$ cat src/rtl/vga_board_update_ctrl_if.sv
// Write-side bus between the 2048 game logic and the board update controller.
//   load_valid/load_data/load_ready : full-board load, nibble i at bits i*4+:4
//   tile_valid/tile_idx/tile_val/tile_ready : single-tile write (idx = row*4+col)
// master = game logic, slave = update controller.
interface vga_board_update_ctrl_if;
  logic        load_valid;
  logic [0:63] load_data;
  logic        load_ready;
  logic        tile_valid;
  logic [3:0]  tile_idx;
  logic [3:0]  tile_val;
  logic        tile_ready;

  modport master (
    output load_valid, load_data, tile_valid, tile_idx, tile_val,
    input  load_ready, tile_ready
  );

  modport slave (
    input  load_valid, load_data, tile_valid, tile_idx, tile_val,
    output load_ready, tile_ready
  );
endinterface

$ cat src/rtl/vga_board_update_ctrl.sv
// Frame-synchronised board update controller.
// Game logic writes a shadow board through the bus (full load or single tile,
// load has priority). The shadow is copied to board_state only in the single
// COMMIT cycle that follows the first front-porch line start, so the renderer
// never sees a half-updated board.
// Ports:
//   dclk, clr_n   pixel clock, async active-low reset
//   hc, vc        timing generator counters
//   bus           write requests (slave side)
//   board_state   displayed board to renderer
//   commit_pulse  high during the COMMIT cycle
//   pending       shadow differs from display
//   val_err       sticky flag: a tile code above MAX_TILE was clamped
module vga_board_update_ctrl #(
  parameter int VFP_LINE = 511,
  parameter int MAX_TILE = 11
) (
  input  logic                     dclk,
  input  logic                     clr_n,
  input  logic [9:0]               hc,
  input  logic [9:0]               vc,
  vga_board_update_ctrl_if.slave   bus,
  output logic [0:63]              board_state,
  output logic                     commit_pulse,
  output logic                     pending,
  output logic                     val_err
);

  localparam logic [3:0] MAX_CODE = 4'(MAX_TILE);

  typedef enum logic [1:0] {IDLE, DIRTY, COMMIT} state_t;

  state_t      state, state_n;
  logic [0:63] shadow;
  logic [0:63] load_clamped;
  logic [15:0] load_over;
  logic [3:0]  tile_clamped;
  logic        tile_over;
  logic        load_acc, tile_acc;
  logic        commit_pt;

  // Per-nibble clamp of the incoming full board.
  for (genvar i = 0; i < 16; i++) begin : g_clamp
    assign load_over[i]          = bus.load_data[i*4 +: 4] > MAX_CODE;
    assign load_clamped[i*4 +: 4] = load_over[i] ? MAX_CODE : bus.load_data[i*4 +: 4];
  end

  assign tile_over    = bus.tile_val > MAX_CODE;
  assign tile_clamped = tile_over ? MAX_CODE : bus.tile_val;

  // Readys are forced low while reset is held, not just by the reset state.
  assign bus.load_ready = clr_n && (state != COMMIT);
  assign bus.tile_ready = clr_n && (state != COMMIT) && !bus.load_valid;

  assign load_acc  = bus.load_valid && bus.load_ready;
  assign tile_acc  = bus.tile_valid && bus.tile_ready;
  assign commit_pt = (vc == 10'(VFP_LINE)) && (hc == '0);

  assign commit_pulse = (state == COMMIT);
  assign pending      = (state != IDLE);

  always_ff @(posedge dclk or negedge clr_n) begin
    if (!clr_n) state <= IDLE;
    else        state <= state_n;
  end

  // A write landing in IDLE on the commit-point cycle only reaches DIRTY,
  // so it waits for the next frame's commit point.
  always_comb begin
    state_n = state;
    case (state)
      IDLE:    if (load_acc || tile_acc) state_n = DIRTY;
      DIRTY:   if (commit_pt)            state_n = COMMIT;
      COMMIT:                            state_n = IDLE;
      default:                           state_n = IDLE;
    endcase
  end

  always_ff @(posedge dclk or negedge clr_n) begin
    if (!clr_n) begin
      shadow      <= '0;
      board_state <= '0;
      val_err     <= 1'b0;
    end else begin
      if (load_acc)      shadow <= load_clamped;
      else if (tile_acc) shadow[{bus.tile_idx, 2'b00} +: 4] <= tile_clamped;
      // No writes are accepted in COMMIT, so shadow is stable here.
      if (state == COMMIT) board_state <= shadow;
      if ((load_acc && |load_over) || (tile_acc && tile_over)) val_err <= 1'b1;
    end
  end

endmodule

$ cat src/flat_wrapper.sv
// flat-port wrapper written by rule: the top's interface ports become plain ports
module vga_board_update_ctrl_flat 
#(
  parameter int VFP_LINE = 511,
  parameter int MAX_TILE = 11
)
  (dclk, clr_n, hc, vc, board_state, commit_pulse, pending, val_err, bus_load_valid, bus_load_data, bus_tile_valid, bus_tile_idx, bus_tile_val, bus_load_ready, bus_tile_ready);
  vga_board_update_ctrl_if bus_i ();
  input  logic dclk;
  input  logic clr_n;
  input  logic [9:0] hc;
  input  logic [9:0] vc;
  output logic [0:63] board_state;
  output logic commit_pulse;
  output logic pending;
  output logic val_err;
  input wire logic [$bits(bus_i.load_valid)-1:0] bus_load_valid;
  input wire logic [$bits(bus_i.load_data)-1:0] bus_load_data;
  input wire logic [$bits(bus_i.tile_valid)-1:0] bus_tile_valid;
  input wire logic [$bits(bus_i.tile_idx)-1:0] bus_tile_idx;
  input wire logic [$bits(bus_i.tile_val)-1:0] bus_tile_val;
  output wire logic [$bits(bus_i.load_ready)-1:0] bus_load_ready;
  output wire logic [$bits(bus_i.tile_ready)-1:0] bus_tile_ready;
  assign bus_i.load_valid = bus_load_valid;
  assign bus_i.load_data = bus_load_data;
  assign bus_i.tile_valid = bus_tile_valid;
  assign bus_i.tile_idx = bus_tile_idx;
  assign bus_i.tile_val = bus_tile_val;
  assign bus_load_ready = bus_i.load_ready;
  assign bus_tile_ready = bus_i.tile_ready;
  vga_board_update_ctrl #(.VFP_LINE(VFP_LINE), .MAX_TILE(MAX_TILE)) u_core (.dclk(dclk), .clr_n(clr_n), .hc(hc), .vc(vc), .bus(bus_i), .board_state(board_state), .commit_pulse(commit_pulse), .pending(pending), .val_err(val_err));
endmodule
$ cat config.mk
export PLATFORM = sky130hd
export DESIGN_NAME = vga_board_update_ctrl_flat
export DESIGN_NICKNAME = d
export VERILOG_FILES = /design/src/rtl/vga_board_update_ctrl_if.sv /design/src/rtl/vga_board_update_ctrl.sv /design/src/flat_wrapper.sv
export SDC_FILE = /design/constraint.sdc
export NUM_CORES = 1
export LEC_CHECK = 0
export ABC_CLOCK_PERIOD_IN_PS = 3300
export CORE_MARGIN = 8
export CORE_UTILIZATION = 52
export DETAILED_ROUTE_END_ITERATION = 10
export PLACE_DENSITY = 0.85
export SETUP_SLACK_MARGIN = 0.3
export SLEW_MARGIN = 20
export SYNTH_ARGS = -nofsm -noshare
export SYNTH_HDL_FRONTEND = slang
export SYNTH_SLANG_ARGS = --single-unit
$ cat constraint.sdc
create_clock -name dclk -period 3.3 [get_ports dclk]
set_input_delay 0.495 -clock dclk [delete_from_list [all_inputs] [get_ports dclk]]
set_output_delay 0.495 -clock dclk [all_outputs]
set_load 0.05 [all_outputs]
==> results.py <==
metrics = {
    "clock_tree": {
        "numCtsBuffers": 17,
        "clk_latency_ps": 410,
        "cts_sinks": 131,
        "clockBufferDepth": 2,
        "root_buffer": "clkbuf_16",
        "cts_tree": "built",
        "cts.htree.levels": 4,
        "clk_pin_slew_ps": 60,
        "cts.repair.resized": 0,
    },
    "logic_synthesis": {
        "synth_edf_count": 0,
        "ys_warn_count": 0,
        "synth_area_leaders": "dfrtp_1, nand2_1, a221o_1, a21oi_1, nor2_1",
        "synth_cells": 652,
        "yosysTopAreaCellShare": 0.539,
        "async_flop_share": 1.00,
        "yosysTopAreaCell": "dfrtp_1",
        "ys_seq_area_frac": 0.539,
        "syn-num-nets": 748,
        "synth-seq-cells": 131,
        "avgSynthCellArea_um2": 9.34,
        "ys_types": 54,
        "syn-cell-area_um2": 6090,
        "synth-main-ff-cell": "dfrtp_1",
    },
    "final_layout": {
        "drive_gt1_frac": 0.0850,
        "design_area_um2": 8480,
        "final_cell_mix": "nand2_1, clkdlybuf4s50_1, dfrtp_1",
        "layout_commonest_cell": "nand2_1",
        "fin_cells": 967,
        "antenna_cells": 0,
        "area_delta_synth_final_pct": 39.3,
        "fillers": 794,
        "layout.nets": 907,
        "postLayoutCoreUtil": 0.743,
    },
    "power": {
        "vdd_drop_max_v": 0.000399,
        "cellPowerDensity_nw_per_um2": 494,
        "p_total_mw": 4.19,
        "leakagePower_nw": 3.77,
    },
    "global_routing": {
        "grt_max_degree": 80,
        "grt-ovfl-total": 0,
        "grt_pass1_vias": 5981,
        "antenna_found_initial": 0,
        "grt_pass1_wl_um": 31700,
        "grt_use_total": 0.267,
    },
    "drt": {
        "wl_per_cell_um": 21.0,
        "drc": 0,
        "vias_per_cell": 6.14,
        "drtIter0Drc": 849,
        "ant_nets": 0,
        "num_vias": 5935,
        "postRouteWirelength_um": 20300,
        "drtPass1Iterations": 7,
    },
    "sta": {
        "rsz0062_at_grt": "no",
        "setup_slack_ps": 592,
        "hold_slack_ps": 453,
        "finalCritPeriodShare": 0.821,
        "relSlewSlack": 0.335,
        "slew_violations": 0,
        "fmax_mhz": 369,
        "fin_skew_ps": 6.78,
        "hold_viol": 0,
        "finalSetupViolations": 0,
        "worst_pin_slew_ps": 998,
        "period_needed_ps": 2710,
        "tns_ps": 0,
    },
    "place": {
        "dpl.cell_count": 934,
        "port_buffers": 164,
        "finalWeightedCongestion": 0.880,
        "dp_slack_ps": 563,
        "post_dp_cell_area_um2": 7860,
        "dp_hpwl_um": 14500,
    },
    "outcome": {
        "status": "completed",
    },
    "hold_path": {
        "hold_path_class": "primary input to asynchronous set/reset pin",
    },
    "job": {
        "drv_cap": 0,
    },
    "floorplan": {
        "rows": 39,
        "die_w_um": 124,
        "design.core.area_um2": 11400,
        "dieArea_um2": 15400,
        "die_y_um": 124,
        "initial_core_util": 0.533,
        "pin_count": 165,
    },
    "critical_path": {
        "crit_fanout": 10,
        "regToRegStartpoint": "u_core.state[1]",
        "start_kind": "primary input",
        "end_kind": "output port",
        "r2r_slack_ps": 1070,
        "regToRegEndpoint": "u_core.shadow[49]",
        "crit_type": "primary input to output port",
        "arrival_ps": 2210,
        "reg2regPathDepth": 6,
        "crit_required_ps": 2800,
    },
}
[cells by family (layout without fill, tap and decap cells)]
kind of cell           after synthesis  in the layout  share of synthesized area
and+or+nand+nor                    314            314                      0.242
AOI/OAI and AO/OA                  156            156                      0.180
DFF                                131            131                      0.539
buffers and inverters               49            221                     0.0362
muxes                                2              2                    0.00329
[report_power, final]
| part | switching (mW) | internal (mW) |
|---|---|---|
| Clock | 0.739 | 1.20 |
| Sequential | 0.0709 | 1.71 |
| Combinational | 0.247 | 0.222 |
| Total | 1.06 | 3.13 |
[metal layers]
metal	vias up	GRT usage	part of all wire
met5	-	0	0
met4	0	0.0959	0.024
met3	42	0.0730	0.10
met2	365	0.434	0.48
met1	2897	0.337	0.39
li1	2631	-	-
[Yosys cell counts (all sizes together), types with 2 or more instances]
master / number
a211o: 2
a211oi: 2
a21o: 3
a21oi: 43
a221o: 27
a22o: 2
a22oi: 5
a311oi: 3
a31oi: 8
a32oi: 2
a41oi: 2
and2: 7
and3: 4
buf: 18
clkbuf: 22
dfrtp: 131
inv: 9
mux2i: 2
nand2: 194
nand2b: 6
nand3: 11
nand3b: 11
nand4: 7
nor2: 39
nor2b: 3
nor3: 6
nor3b: 8
nor4: 8
o211ai: 12
o21ai: 20
o221ai: 4
o22ai: 9
o31ai: 8
o32ai: 2
or2: 3
or3: 3
or4: 2
[sequential cells by signal (all words and copies together) (netlist names)]
name and cells:
u_core.board_state 64, u_core.shadow 64, u_core.state 2, u_core.val_err 1
[timing repair]
item | CTS | global route
endpoints found under the hold margin | 1 | 0
hold buffers | 1 | 0
endpoints found under the setup margin | 0 | 0
setup buffers | 0 | 0
[worst max-delay path: stages]
cell             delay (ps)
dlygate4sd3_1           530
buf_4                   180
and2_1                  180
clkdlybuf4s50_1         820
[how the worst max path moves through the flow]
| stage | start | to | slack, ps | cells after the start |
|---|---|---|---|---|
| 2_1_floorplan | u_core.state[0] | commit_pulse | 1220 | 4 |
| 3_3_place_gp | bus_load_valid | u_core.shadow[34] | 650 | 6 |
| 3_5_place_dp | bus_load_valid | u_core.shadow[35] | 560 | 6 |
| 4_1_cts | clr_n | bus_load_ready | 610 | 4 |
| 5_1_grt | clr_n | bus_load_ready | 530 | 4 |
| 6_report | clr_n | bus_load_ready | 590 | 4 |
[final cells by class]
type | instances | area, um^2 | area share
multi-input cells | 472 | 2600 | 0.307
clock inverters | 14 | 179 | 0.0211
repair buffers | 180 | 1780 | 0.210
flip-flops and latches | 131 | 3280 | 0.387
clock buffers | 18 | 429 | 0.0506
inverters | 9 | 33.8 | 0.00398
well taps | 143 | 179 | 0.0211
(Power assumes the default switching activity.)
